<file path="src/rtl/mem_access_pkg.sv">
// Shared types for the memory-access stage.
// Access-size encodings and the bus FSM state enum.
package mem_access_pkg;

  localparam logic [1:0] SZ_BYTE = 2'b00;
  localparam logic [1:0] SZ_HALF = 2'b01;
  localparam logic [1:0] SZ_WORD = 2'b10;

  typedef enum logic [1:0] {
    ST_IDLE = 2'b00,
    ST_REQ  = 2'b01,
    ST_DONE = 2'b10
  } mau_state_e;

endpackage

</file>
<file path="src/rtl/mem_lane_align.sv">
// Byte-lane helper: store enables/replication, load extract/extend.
// In: size, addr lo bits, unsigned, wdata, rdata. Out: be, wrep, ldata, misal.
module mem_lane_align
  import mem_access_pkg::*;
(
  input  logic [1:0]  size,
  input  logic [1:0]  lo,
  input  logic        uns,
  input  logic [31:0] wdata,
  input  logic [31:0] rdata,
  output logic [3:0]  be,
  output logic [31:0] wrep,
  output logic [31:0] ldata,
  output logic        misal
);

  logic       is_byte;
  logic       is_half;
  logic [7:0]  blane;
  logic [15:0] hlane;

  assign is_byte = (size == SZ_BYTE);
  assign is_half = (size == SZ_HALF);

  always_comb begin
    blane = rdata[7:0];
    unique case (lo)
      2'd0: blane = rdata[7:0];
      2'd1: blane = rdata[15:8];
      2'd2: blane = rdata[23:16];
      2'd3: blane = rdata[31:24];
      default: blane = rdata[7:0];
    endcase
    hlane = lo[1] ? rdata[31:16] : rdata[15:0];
  end

  // Size 11 falls into the word arm.
  always_comb begin
    be    = 4'b1111;
    wrep  = wdata;
    ldata = rdata;
    misal = 1'b0;
    unique case (1'b1)
      is_byte: begin
        be    = 4'b0001 << lo;
        wrep  = {4{wdata[7:0]}};
        ldata = {{24{blane[7] & ~uns}}, blane};
      end
      is_half: begin
        be    = lo[1] ? 4'b1100 : 4'b0011;
        wrep  = {2{wdata[15:0]}};
        ldata = {{16{hlane[15] & ~uns}}, hlane};
        misal = lo[0];
      end
      default: begin
        misal = |lo;
      end
    endcase
  end

endmodule

</file>
<file path="src/rtl/mem_access_unit.sv">
// MEM stage: one load/store per instruction over a req/ack bus.
// In: EX/MEM access fields, wb_flush, bus ack/rdata. Out: bus req, mem_data, stall, addr errors.
module mem_access_unit
  import mem_access_pkg::*;
#(
  parameter int ADDR_W = 32,
  parameter int DATA_W = 32
) (
  input  logic              clock,
  input  logic              reset,
  input  logic              ex_mem_mem_read,
  input  logic              ex_mem_mem_write,
  input  logic [1:0]        ex_mem_size,
  input  logic              ex_mem_unsigned,
  input  logic [ADDR_W-1:0] ex_mem_addr,
  input  logic [DATA_W-1:0] ex_mem_wdata,
  input  logic              wb_flush,
  output logic              bus_req,
  output logic              bus_we,
  output logic [ADDR_W-1:0] bus_addr,
  output logic [3:0]        bus_be,
  output logic [DATA_W-1:0] bus_wdata,
  input  logic              bus_ack,
  input  logic [DATA_W-1:0] bus_rdata,
  output logic [DATA_W-1:0] mem_data,
  output logic              mem_stall,
  output logic              mem_adel,
  output logic              mem_ades,
  output logic [ADDR_W-1:0] mem_badvaddr
);

  mau_state_e        state_q, state_d;
  logic              kill_q, kill_d;
  logic              req_q, req_d;
  logic              we_q, we_d;
  logic [ADDR_W-1:0] addr_q, addr_d;
  logic [3:0]        be_q, be_d;
  logic [DATA_W-1:0] wdata_q, wdata_d;
  logic [1:0]        size_q, size_d;
  logic              uns_q, uns_d;
  logic [DATA_W-1:0] mdata_q, mdata_d;

  logic        is_idle;
  logic [1:0]  al_size;
  logic [1:0]  al_lo;
  logic        al_uns;
  logic [3:0]  al_be;
  logic [31:0] al_wrep;
  logic [31:0] al_ldata;
  logic        al_misal;
  logic        acc_valid;
  logic        killed;

  assign is_idle = (state_q == ST_IDLE);

  // IDLE decodes the incoming access; REQ extracts with latched fields.
  assign al_size = is_idle ? ex_mem_size : size_q;
  assign al_lo   = is_idle ? ex_mem_addr[1:0] : addr_q[1:0];
  assign al_uns  = is_idle ? ex_mem_unsigned : uns_q;

  mem_lane_align u_align (
    .size  (al_size),
    .lo    (al_lo),
    .uns   (al_uns),
    .wdata (ex_mem_wdata),
    .rdata (bus_rdata),
    .be    (al_be),
    .wrep  (al_wrep),
    .ldata (al_ldata),
    .misal (al_misal)
  );

  assign acc_valid = (ex_mem_mem_read | ex_mem_mem_write)
                   & ~al_misal & ~wb_flush;
  assign killed    = kill_q | wb_flush;

  assign mem_adel = is_idle & ex_mem_mem_read & al_misal & ~wb_flush;
  assign mem_ades = is_idle & ex_mem_mem_write & al_misal & ~wb_flush;
  assign mem_badvaddr = (mem_adel | mem_ades) ? ex_mem_addr : '0;

  assign mem_stall = (is_idle & acc_valid) | (state_q == ST_REQ);

  always_comb begin
    state_d = state_q;
    kill_d  = kill_q;
    req_d   = req_q;
    we_d    = we_q;
    addr_d  = addr_q;
    be_d    = be_q;
    wdata_d = wdata_q;
    size_d  = size_q;
    uns_d   = uns_q;
    mdata_d = mdata_q;
    unique case (state_q)
      ST_IDLE: begin
        if (acc_valid) begin
          state_d = ST_REQ;
          kill_d  = 1'b0;
          req_d   = 1'b1;
          we_d    = ex_mem_mem_write;
          addr_d  = ex_mem_addr;
          be_d    = al_be;
          wdata_d = ex_mem_mem_write ? al_wrep : '0;
          size_d  = ex_mem_size;
          uns_d   = ex_mem_unsigned;
        end
      end
      ST_REQ: begin
        // The bus cycle cannot be aborted; a flush only marks it killed.
        kill_d = killed;
        if (bus_ack) begin
          req_d  = 1'b0;
          kill_d = 1'b0;
          if (~we_q & ~killed) begin
            mdata_d = al_ldata;
          end
          state_d = killed ? ST_IDLE : ST_DONE;
        end
      end
      // One dead cycle so the still-held EX/MEM access is not reissued.
      ST_DONE: state_d = ST_IDLE;
      default: state_d = ST_IDLE;
    endcase
  end

  always_ff @(posedge clock) begin
    if (reset) begin
      state_q <= ST_IDLE;
      kill_q  <= 1'b0;
      req_q   <= 1'b0;
      we_q    <= 1'b0;
      addr_q  <= '0;
      be_q    <= '0;
      wdata_q <= '0;
      size_q  <= '0;
      uns_q   <= 1'b0;
      mdata_q <= '0;
    end else begin
      state_q <= state_d;
      kill_q  <= kill_d;
      req_q   <= req_d;
      we_q    <= we_d;
      addr_q  <= addr_d;
      be_q    <= be_d;
      wdata_q <= wdata_d;
      size_q  <= size_d;
      uns_q   <= uns_d;
      mdata_q <= mdata_d;
    end
  end

  assign bus_req   = req_q;
  assign bus_we    = we_q;
  assign bus_addr  = {addr_q[ADDR_W-1:2], 2'b00};
  assign bus_be    = be_q;
  assign bus_wdata = wdata_q;
  assign mem_data  = mdata_q;

endmodule
</file>
<file path="config.mk">
export PLATFORM = sky130hd
export DESIGN_NAME = mem_access_unit
export DESIGN_NICKNAME = d
export VERILOG_FILES = /design/src/rtl/mem_access_pkg.sv /design/src/rtl/mem_lane_align.sv /design/src/rtl/mem_access_unit.sv
export SDC_FILE = /design/constraint.sdc
export NUM_CORES = 1
export LEC_CHECK = 0
export ABC_AREA = 1
export ABC_CLOCK_PERIOD_IN_PS = 3200
export CAP_MARGIN = 5
export CORE_UTILIZATION = 30
export CTS_CLUSTER_SIZE = 10
export DETAILED_ROUTE_END_ITERATION = 7
export HOLD_SLACK_MARGIN = 0.12
export SLEW_MARGIN = 10
export SYNTH_ARGS = -nofsm -noshare
export SYNTH_HDL_FRONTEND = slang
export SYNTH_SLANG_ARGS = --single-unit
</file>
<file path="constraint.sdc">
create_clock -name clock -period 3.2 [get_ports clock]
set_input_delay 0.32 -clock clock [delete_from_list [all_inputs] [get_ports clock]]
set_output_delay 0.32 -clock clock [all_outputs]
set_load 0.05 [all_outputs]
</file>
==> results of run 1 <==
-- state kept, by name (all words and copies together), names as in the netlist, 2 cells and up --
| name | cells |
|---|---|
| addr_q | 32 |
| bus_wdata | 32 |
| mem_data | 32 |
| bus_be | 4 |
| size_q | 2 |
| state_q | 2 |
-- logic make-up after synthesis --
| kind of cell | Yosys count | share of synthesized area, % |
|---|---|---|
| flip-flops | 108 | 39.7 |
| buffers and inverters | 179 | 15.5 |
| other | 1 | 0.0688 |
| AND/OR/NAND/NOR | 346 | 26.7 |
| AO/OA/AOI/OAI | 188 | 18.0 |
-- how the worst min path moves through the flow --
stage | start | to | slack [ps] | cells after the start
finish | uns_q$_SDFFE_PP0P_ | uns_q$_SDFFE_PP0P_ | 460 | 2
global route | bus_wdata[5]$_SDFFE_PP0P_ | bus_wdata[5]$_SDFFE_PP0P_ | 490 | 2
CTS | uns_q$_SDFFE_PP0P_ | uns_q$_SDFFE_PP0P_ | 460 | 2
detailed placement | uns_q$_SDFFE_PP0P_ | uns_q$_SDFFE_PP0P_ | 450 | 2
global placement | uns_q$_SDFFE_PP0P_ | uns_q$_SDFFE_PP0P_ | 450 | 2
floorplan | uns_q$_SDFFE_PP0P_ | uns_q$_SDFFE_PP0P_ | 430 | 2
-- power by group through the flow --
stage / Clock, mW / Combinational [mW] / Sequential [mW]
3_5_place_dp: 0 / 1.55 / 1.54
4_1_cts: 1.31 / 1.56 / 1.51
6_report: 1.26 / 1.54 / 1.51
3_3_place_gp: 0 / 1.55 / 1.54
2_1_floorplan: 0 / 0.904 / 1.69
5_1_grt: 1.35 / 1.65 / 1.52
-- timing repair --
item,CTS,global route
hold buffers,0,0
resized for setup,1,0
setup endpoints to repair,10,0
-- cells in the mapped netlist --
cell and n:
nor2_4 2, a21oi_1 87, or2_1 2, nor2_2 1, clkbuf_1 15, o21ai_0 71
nand2_2 5, nor3_1 2, o22ai_1 5, buf_1 1, dfxtp_1 108, nand2_1 175
nand4_1 1, nand3b_1 2, conb_1 1, nor3_2 1, inv_2 4, buf_6 1
nand2_4 2, o21ai_1 15, o21ai_2 1, a211oi_2 2, nor2_1 112, inv_1 100
nand3_1 25, clkinv_2 1, nand3_4 1, buf_4 38, or2_2 14, buf_2 19
o21bai_1 7, nand3_2 1
-- final cells by class --
type,instances,area (sq um),share of cell area (%)
flip-flops and latches,108,2160,26.7
well taps,225,282,3.48
clock inverters,3,68.8,0.851
multi-input cells,536,2460,30.4
repair buffers,248,2450,30.4
inverters,105,395,4.89
clock buffers,12,267,3.30
-- metrics by stage --
stage          util [%]  instances  hold slack [ps]
2_1_floorplan         -        823              430
3_3_place_gp       44.2       1222              446
3_5_place_dp       44.2       1222              454
4_1_cts            46.1       1237              464
5_1_grt            46.1       1237              487
6_report           46.1       1237              460
-- layer usage --
layer / up-vias / wire length, um / track usage (%)
li1: 2904 / - / -
met1: 2535 / 7910 / 23.7
met2: 189 / 8460 / 32.0
met3: 16 / 1500 / 6.41
met4: 0 / 165 / 3.79
met5: - / 0 / 0
-- worst min-delay path: cells and delay by family, from the launching register on --
family | cells | cell delay (ps)
buffers and inverters | 1 | 60
AO/OA/AOI/OAI | 1 | 60
flip-flops | 1 | 300
==> run_results.csv, run 1 <==
group,metric,value,unit
run_status,outcome,"complete, no violations",
floorplanning,fp.dieArea,18700,sq um
sta,setup_viol,0,
global_route,grt_pass1_wl,27200,um
synthesis,ys_types,32,
power_and_ir_drop,switching_share,37.0,%
synthesis,synth_top_area_cell,"dfxtp_1",
floorplanning,start_util,31.1,%
worst_setup_path,reg2reg_to,"mem_data[4]$_SDFFE_PP0P_",
drt,wirelength,18000,um
sta,slew_viol_final,0,
worst_setup_path,startpoint,"state_q[0]$_SDFFE_PP0P_",
placement,routabilityCongestion,0.794,
sta,period_share,86.3,%
power_and_ir_drop,power_frac_comb,35.8,%
floorplanning,row_count,48,
power_and_ir_drop,ir_drop,260,uV
worst_setup_path,crit_buf_inv,1,
worst_setup_path,critPathKind,"reg -> out",
clocking,clk_latency,350,ps
synthesis,netlist_area,5450,sq um
floorplanning,fp.coreArea,17500,sq um
power_and_ir_drop,power_density,533,nW/um^2
drt,avgViaCountPerCell,4.56,
synthesis,ys_seq_area_share,39.7,%
clocking,clockRootBuffer,"clkbuf_16",
drt,first_pass_iters,4,
power_and_ir_drop,p_int,2.72,mW
synthesis,yosys_warnings,0,
layout,final_common_cell,"clkdlybuf4s50_1",
sta,rsz0062_at_grt,"no",
power_and_ir_drop,finalPower,4.31,mW
layout,finalInstanceArea,8090,sq um
sta,finalCriticalPeriod,2760,ps
sta,slew_headroom,48.5,%
sta,finClkSkew,6.49,ps
power_and_ir_drop,seqPwrFrac,35.0,%
worst_setup_path,cpMostUsedCell,"nand2_1",
placement,dpl-instance-area,7750,sq um
sta,max_clock_freq,0.362,GHz
clocking,cts_tree,"yes",
drt,drcViolationCount,0,
sta,worst_pin_slew,772,ps
layout,nets,1113,
global_route,grt-ovfl-total,0,
layout,drive_above_1_share,9.58,%
floorplanning,fp.dieH,137,um
global_route,antenna_found_initial,1,
worst_setup_path,worst-path-max-fanout,32,
worst_setup_path,endpoint,"mem_badvaddr[0]",
drt,dr.first_iter.drc_count,266,
clocking,cts_setup_buffers,0,
synthesis,netlist_instances,822,
drt,vias,5644,
clocking,cts_max_level,3,
power_and_ir_drop,p_leak,3.60,nW
worst_setup_path,cpLargestDelayFamily,"simple AND/OR/NAND/NOR gates",
flow_run,cap_violations,0,
global_route,grt_usage,19.1,%
layout,fillers,1858,
worst_setup_path,cp-start-kind,"flip-flop",
drt,ant_nets,0,
worst_setup_path,slowest_delay,590,ps
sta,hold_viol_final,0,
sta,setup_tns,0,ps
placement,numPortBuffers,239,
worst_setup_path,required,2880,ps
synthesis,syn-mean-instance-area,6.63,sq um
placement,place_ws,14.5,ps
worst_setup_path,crit_slowest_cell,"nor2_4",
layout,syn_to_final_growth,48.4,%
worst_setup_path,r2r_setup_slack,820,ps
synthesis,synth_top_area_share,39.7,%
synthesis,yosys-top-cells-area,"dfxtp_1, nand2_1, a21oi_1",
clocking,cts.reportedPaths.clkPinSlew,70,ps
power_and_ir_drop,pwr-share-clk,29.2,%
placement,dp_hpwl,13200,um
global_route,grt_pass1_vias,5074,
clocking,clockBufferDepth,2,
worst_hold_path,worstHoldPathType,"reg -> reg",
worst_setup_path,critPathArrivalTime,2440,ps
synthesis,ys_seq_elements,108,
sta,setup_slack,438,ps
worst_setup_path,critPathCaptureType,"output pin",
worst_setup_path,cp_num_cells,9,
global_route,grt_start_max_net_pins,67,
layout,diodes,0,
clocking,cts-buffers-inserted,9,
floorplanning,io_pins,242,
floorplanning,dieWidth,137,um
worst_setup_path,worstRegToRegCells,10,
clocking,cts_num_sinks,108,
layout,final_cell_mix,"clkdlybuf4s50_1, nand2_1, nor2_1",
power_and_ir_drop,switchingPower,1.59,mW
drt,routedWlPerCell,14.6,um
worst_setup_path,rr_startpoint,"state_q[0]$_SDFFE_PP0P_",
worst_setup_path,path_cells,"nor2_4 > nand2_1 > nand2_1 > nand2_1 > nand3_2 > nor2_1 > nor2_4 > nor2_1 > buf_12",
Note: power is estimated with default switching activity, not from simulation.
==> run 2, diff against run 1 <==
--- a/config.mk
+++ b/config.mk
@@ -5,7 +5,6 @@
 export SDC_FILE = /design/constraint.sdc
 export NUM_CORES = 1
 export LEC_CHECK = 0
-export ABC_AREA = 1
 export ABC_CLOCK_PERIOD_IN_PS = 3200
 export CAP_MARGIN = 5
 export CORE_UTILIZATION = 30
==> run 2 against run 1 <==
  * Combinational power decreased by 22%
  * Worst hold slack got worse by 16 ps
  * Design area increased by 4.3%
  * Fmax decreased by 7.0%
  * First-iteration DRC count increased by 6.0%
  * Utilization increased by 0.85 points
  * Sequential power decreased by 3%
  * Critical path type unchanged
  * Highest routed layer unchanged
==> run_results.csv, run 2 <==
group,metric,value,unit
run_status,outcome,"complete, no violations",
global_route,grt_pass1_wl,27100,um
sta,setup_tns,0,ps
synthesis,netlist_area,5480,sq um
floorplanning,io_pins,242,
placement,routabilityCongestion,0.839,
drt,first_pass_iters,6,
clocking,clockRootBuffer,"clkbuf_16",
synthesis,synth_common_cells,"dfxtp_1, nor2_1, mux2i_1",
placement,numPortBuffers,239,
worst_setup_path,cp-start-kind,"flip-flop",
clocking,cts-buffers-inserted,9,
drt,dr.first_iter.drc_count,282,
synthesis,synth_top_area_share,39.4,%
sta,setup_viol,0,
clocking,cts_max_level,3,
clocking,cts_setup_buffers,0,
global_route,grt_usage,18.7,%
layout,stdcell_count,1023,
worst_setup_path,critPathKind,"reg -> out",
drt,routedWlPerCell,17.0,um
sta,finClkSkew,2.67,ps
sta,finalCriticalPeriod,2970,ps
power_and_ir_drop,pwr-share-clk,28.4,%
clocking,hold_buffers,0,
flow_run,cap_violations,0,
synthesis,yosys_warnings,0,
worst_setup_path,critPathArrivalTime,2650,ps
synthesis,ys_seq_elements,108,
sta,slew_viol_final,0,
synthesis,ys_types,47,
synthesis,synth_top_area_cell,"dfxtp_1",
placement,place_ws,408,ps
synthesis,ys_seq_area_share,39.4,%
drt,drcViolationCount,0,
sta,period_share,92.8,%
drt,ant_nets,0,
drt,wirelength,17400,um
floorplanning,dieWidth,137,um
placement,dpl-instance-area,8170,sq um
global_route,grt_pass1_vias,5062,
sta,slew_headroom,49.6,%
layout,final-seq-area,2160,sq um
clocking,cts.reportedPaths.clkPinSlew,70,ps
power_and_ir_drop,power_frac_comb,32.2,%
clocking,cts_tree,"yes",
global_route,grt-ovfl-total,0,
placement,dp_hpwl,13100,um
worst_setup_path,worst-path-max-fanout,21,
worst_setup_path,required,2880,ps
drt,vias,5152,
synthesis,async_flop_share,0,%
power_and_ir_drop,switching_share,34.4,%
synthesis,yosys-top-cells-area,"dfxtp_1, mux2i_1, nor2_1",
global_route,antenna_found_initial,0,
power_and_ir_drop,seqPwrFrac,39.4,%
clocking,clockBufferDepth,2,
global_route,grt_start_max_net_pins,53,
synthesis,netlist_instances,601,
layout,multiInputGateArea,2820,sq um
clocking,clk_latency,350,ps
sta,max_clock_freq,0.337,GHz
floorplanning,row_count,49,
power_and_ir_drop,p_leak,3.03,nW
placement,dp.cells,1007,
power_and_ir_drop,ir_drop,274,uV
layout,syn_to_final_growth,53.8,%
synthesis,post-synth-top-count-cell,"dfxtp_1",
layout,fillers,1673,
sta,rsz0062_at_grt,"no",
power_and_ir_drop,finalPower,3.72,mW
floorplanning,fp.coreArea,18000,sq um
layout,final_cell_mix,"clkdlybuf4s50_1, dfxtp_1, nor2_1",
layout,final_common_cell,"clkdlybuf4s50_1",
floorplanning,fp.dieH,137,um
power_and_ir_drop,switchingPower,1.28,mW
clocking,cts_num_sinks,108,
layout,finalInstanceArea,8440,sq um
floorplanning,fp.dieArea,18800,sq um
clocking,cts_resized,0,
power_and_ir_drop,power_density,441,nW/um^2
layout,nets,894,
synthesis,syn-mean-instance-area,9.12,sq um
sta,setup_slack,231,ps
synthesis,synth-main-ff-cell,"dfxtp_1",
layout,drive_above_1_share,12.7,%
floorplanning,start_util,30.5,%
power_and_ir_drop,p_int,2.44,mW
layout,diodes,0,
drt,avgViaCountPerCell,5.04,
sta,worst_pin_slew,753,ps
worst_hold_path,worstHoldPathType,"in -> reg",
synthesis,synth_edf_count,0,
worst_setup_path,critPathCaptureType,"output pin",
sta,hold_viol_final,0,
-- run 2: through the flow --
step	hold slack (ps)	utilization, %
2_1_floorplan	462	-
3_3_place_gp	445	45.5
3_5_place_dp	446	45.5
4_1_cts	444	47.0
5_1_grt	478	47.0
6_report	444	47.0
-- run 2: per-layer routing --
| metal | vias up | share of wire [%] | global-route usage [%] |
|---|---|---|---|
| met5 | - | 0 | 0 |
| li1 | 2492 | - | - |
| met4 | 0 | 2.3 | 6.72 |
| met3 | 30 | 8.1 | 5.85 |
| met1 | 2435 | 41 | 21.3 |
| met2 | 195 | 49 | 32.6 |
-- run 2: worst paths after layout --
kind                                                  from                    endpoint  slack [ps]  cells after the start
worst max-delay path               state_q[1]$_SDFFE_PP0P_            mem_badvaddr[25]         230                      7
worst min-delay path                                 reset   bus_wdata[3]$_SDFFE_PP0P_         440                      2
worst max register to register     state_q[1]$_SDFFE_PP0P_   mem_data[16]$_SDFFE_PP0P_         710                      5
worst min register to register  bus_wdata[14]$_SDFFE_PP0P_  bus_wdata[14]$_SDFFE_PP0P_         470                      1
-- run 2: area by class of cell --
cell class	instances	share of cell area [%]
clock buffer	11	2.76
clock inverter	5	0.445
inverter	10	0.445
multi-input combinational	405	33.4
sequential	108	25.6
tap	229	3.40
timing repair buffer	255	33.9
-- run 2: kinds of logic after synthesis --
| logic type | share of synthesized area (%) |
|---|---|
| AND/OR/NAND/NOR | 16.7 |
| AO/OA/AOI/OAI | 22.7 |
| flip-flops | 39.4 |
| buffers and inverters | 9.74 |
| multiplexers | 11.3 |
| other | 0.0684 |
-- run 2: power by group through the flow --
stage                     registers (mW)  logic, mW  clock network [mW]
after floorplan                     1.63      0.605                   0
after global placement              1.49       1.19                   0
after detailed placement            1.50       1.20                   0
after CTS                           1.47       1.20                1.10
after global routing                1.48       1.26                1.16
final                               1.47       1.20                1.05
-- run 2: critical path: stages (launching register included) --
cell and delay, ps:
dfxtp_1 500, or2_1 440, a21oi_2 390, nand2_1 200, nor2_2 190, buf_4 230
and2_1 200, buf_12 150
==> run 3, diff against run 2 <==
--- a/config.mk
+++ b/config.mk
@@ -5,6 +5,7 @@
 export SDC_FILE = /design/constraint.sdc
 export NUM_CORES = 1
 export LEC_CHECK = 0
+export ABC_AREA = 1
 export ABC_CLOCK_PERIOD_IN_PS = 3200
 export CAP_MARGIN = 5
 export CORE_UTILIZATION = 30
==> results of run 3 <==
Same layout as run 1: the final DEF is identical, and so are final timing and power.
==> patch 1, RTL diff (config.mk and constraints of run 2) <==
Take the reset off `addr_q` and load it in a clocked block of its own.
--- a/src/rtl/mem_access_unit.sv
+++ b/src/rtl/mem_access_unit.sv
@@ -129,7 +129,6 @@
       kill_q  <= 1'b0;
       req_q   <= 1'b0;
       we_q    <= 1'b0;
-      addr_q  <= '0;
       be_q    <= '0;
       wdata_q <= '0;
       size_q  <= '0;
@@ -140,13 +139,16 @@
       kill_q  <= kill_d;
       req_q   <= req_d;
       we_q    <= we_d;
-      addr_q  <= addr_d;
       be_q    <= be_d;
       wdata_q <= wdata_d;
       size_q  <= size_d;
       uns_q   <= uns_d;
       mdata_q <= mdata_d;
     end
+  end
+
+  always_ff @(posedge clock) begin
+    addr_q <= addr_d;
   end
 
   assign bus_req   = req_q;
Check against the original RTL: not equivalent (Yosys sat finds a counterexample within 4 cycles, from zero or initial values and one cycle with reset high).
==> patch 1 against run 2 <==
Worst hold slack better by 0.015 ns. Via count is 0.49% higher. Final area is 1.2% lower. Critical path depth stayed put. Clock skew is 0.0033 ns higher. Total power is 0.21% higher. Count of clock-buffer cells in the layout is 1 higher. Sequential cell count stayed put. Setup slack worse by 0.051 ns. Area after synthesis is 2.9% lower. Wire length is 6.3% higher. Critical endpoint is now mem_badvaddr[28]. Largest cell class unchanged.
==> patch 1: results (changes against run 2) <==
* Post-DP HPWL at 14000 µm (+6.4%)
* Status: complete, no violations
* Post-Place Setup Slack at 0.390 ns (-0.0176 ns)
* Post-synth EDFFs at 32 (+32)
* Top post-synthesis cells by area: dfxtp_1, edfxtp_1, a21oi_1
* First-pass GRT wire length at 27700 µm (+2.1%)
* Largest net degree at the start of global routing at 46 (-13%)
* Wire length on met2 at 8880 µm (+4.7%)
* Sequential Power Share at 0.407 (+0.013)
* Reg2reg end: mem_data[7]
* Post-Place Cells at 956 (-5.1%)
* Die width at 135 µm (-1.5%)
* NonClk Buf Share at 0.344 (+0.00457)
* Internal Power at 2500 µW (+2.5%)
* Worst slew pin tran at 1.15 ns (+0.396 ns)
* Seq Cell Count at 108 (unchanged)
* Critical path fanouts, max at 31 (+48%)
* Vias in the first global route at 4949 (-2.2%)
* Share of post-route cells with drive strength above 1 at 0.174 (+0.0468)
* Total vias in the final route at 5177 (+0.49%)
* Worst VDD drop at 244 µV (-11%)
* Proportion of cell area occupied by multi-input gates at 0.288 (-0.0461)
* Seq. pwr at 1510 µW (+3%)
* Post-synth top cells: dfxtp_1, a21oi_1, o21ai_0
* Critical path arrival at 2.70 ns (+0.05 ns)
* Hold path endpoint: bus_req
* Initial DRC count at 279 (-1.1%)
* Met3 wire len at 1390 µm (-1.8%)
* Fin nets at 847 (-5.3%)
==> patch 1: cell types whose count changed in the layout (fill, tap and decap cells not counted), moves of 24 or more <==
| cell | delta |
|---|---|
| a21oi_1 | +30 |
| a31o_2 | +26 |
| dfxtp_1 | -32 |
| a211oi_1 | -36 |
| o2bb2ai_1 | -24 |
| mux2i_1 | -51 |
| nor2_1 | -76 |
| edfxtp_1 | +32 |
==> patch 1: timing repair <==
action | 4_1_cts | 5_1_grt
hold buffers | 0 | 0
endpoints found under the setup margin | 0 | 31
endpoints found under the hold margin | 0 | 0
resized for setup | 0 | 1
==> patch 1: cell families (layout without fill, tap and decap cells) <==
kind of cell	Yosys count	count (layout)
flip-flops	108	108
AO/OA/AOI/OAI	198	198
AND/OR/NAND/NOR	141	141
other	1	2
multiplexers	18	18
buffers and inverters	83	280
==> patch 1: worst reg2reg max path: stages (launching register included) <==
cell      delay, ns
dfxtp_1        0.46
nor2_2         0.44
mux2i_4        0.55
o311ai_0       0.49
a222oi_1       0.51
a21oi_1        0.12
==> patch 2, RTL diff (flow settings as in run 2) <==
Without the edit above. The parameter `ADDR_W` goes from 32 to 40.
--- a/src/rtl/mem_access_unit.sv
+++ b/src/rtl/mem_access_unit.sv
@@ -3,7 +3,7 @@
 module mem_access_unit
   import mem_access_pkg::*;
 #(
-  parameter int ADDR_W = 32,
+  parameter int ADDR_W = 40,
   parameter int DATA_W = 32
 ) (
   input  logic              clock,
Ports: changed (resized bus_addr, ex_mem_addr and mem_badvaddr); port bits go from 242 to 266. No check against the original RTL was run, so the function may have changed too.
==> patch 2 against run 2 <==
Total power increased by 32%. First-iteration DRC count is 2.5% lower. Non-clock buffer count grew 28. Maximum frequency rose by 0.86%. Area after synthesis increased by 4.6%. Critical path depth up 1. Clock skew is 0.0063 ns higher. Sequential cell count grew 8. Wire length is 8.5% higher. Clock power grew 90%. Setup slack better by 0.025 ns. Final area up 11%.
==> patch 2: results (changes against run 2) <==
* Sw frac at 0.314 (-0.0301)
* Fin nets at 968 (+8.3%)
* Clk_skew at 0.00894 ns (+0.00628 ns)
* Status: complete, no violations
* Seq/Total Area, Yosys at 0.405 (+0.0107)
* Vias in the first global route at 5275 (+4.2%)
* Placed cell areas at 0.00875 mm² (+7.2%)
* Post-Place Setup Slack at 0.337 ns (-0.0702 ns)
* Met3 wire len at 1510 µm (+6.7%)
* Met3 Usage GRT at 0.0718 (+0.0133)
* Share of post-route cells with drive strength above 1 at 0.126 (-0.00163)
* Worst VDD drop at 367 µV (+34%)
* Met2 usage at 0.320 (-0.00632)
* Met1 WL at 8110 µm (+14%)
* Critical path fanouts, max at 22 (+4.8%)
* H-tree depth at 4 (+1)
* Worst-path clk slew at 0.06 ns
* Post-synthesis compound-gate area fraction at 0.201 (-0.0258)
* Overflow after GRT at 0 (unchanged)
* GP Congestion at 0.785 (-6.4%)
* Slowest CP cell: or3b_1
* Max clock buf depth at 2 (unchanged)
* Post-DP HPWL at 13700 µm (+4.1%)
* Top routing layer in use: met4
* Logic pwr share at 0.269 (-0.053)
* IO buf count at 263 (+10%)
* Total vias in the final route at 5372 (+4.3%)
* Worst slew pin tran at 1.18 ns (+0.426 ns)
* Slowest stage delay, CP at 0.43 ns (-0.07 ns)
* Leak at 0.00346 µW (+14%)
* Routed Wire Length at 18900 µm (+8.5%)
* Yosys cell types at 43 (-8.5%)
* Mean Syn Cell Area at 8.95 µm² (-2.0%)
* Sequential Power Share at 0.322 (-0.072)
* Fin cells at 1102 (+7.7%)
* Num CTS Buffers at 17 (+8)
* Post-Synth Adder-Cell Area at 0 (unchanged)
* Top post-synthesis cells by area: dfxtp_1, mux2i_1, a211oi_1
* HP Class: primary input to flip-flop
* Critical path arrival at 2.62 ns (-0.03 ns)
* Clk root buf: clkbuf_16
* Skew-Pair Late Insertion Delay at 0.42 ns (+0.07 ns)
* Wire length on met2 at 8930 µm (+5.3%)
* Post-synthesis mux area share at 0.124 (+0.0110)
* Post-Place Cells at 1070 (+6.3%)
* DRT Pass-1 Iters at 4 (-2)
* Critical path origin: state_q[1]
* First-pass GRT wire length at 29100 µm (+7.5%)
* Setup TNS at 0 ns (unchanged)
* Internal Power at 3350 µW (+38%)
* Met1 track demand over resource at 0.231 (+0.0176)
* Post-synth top cells: dfxtp_1, nor2_1, mux2i_1
* GR Util All Layers at 0.193 (+0.00579)
* Initial DRC count at 275 (-2.5%)
* Reg with most FFs: addr_q
patch 2: changes by cell type after synthesis, sizes merged, moves of 7 or more:
cell,delta
buf,+11
dfxtp,+8
and2,+8
nor2,+7
mux2i,+8
patch 2: worst max-delay path, delay by kind of cell, from the launching register on:
kind,cells,cell delay [ns]
simple gates,4,0.99
buf+inv,3,0.60
flops,1,0.40
compound gates,1,0.21
patch 2: worst paths after layout:
path,end,cells past startpoint,slack [ns]
worst max-delay path,mem_badvaddr[31],8,0.26
worst min-delay path,bus_wdata[3],2,0.20
worst max register to register,mem_data[10],5,0.46
worst min register to register,bus_wdata[14],1,0.47
patch 2: cell type report:
| class | instances | area [µm²] |
|---|---|---|
| tap | 234 | 293 |
| timing repair buffer | 283 | 3240 |
| multi-input combinational | 427 | 2860 |
| fill | 1760 | 9340 |
| sequential | 116 | 2320 |
| clock inverter | 12 | 153 |
| inverter | 10 | 37.5 |
| clock buffer | 20 | 467 |
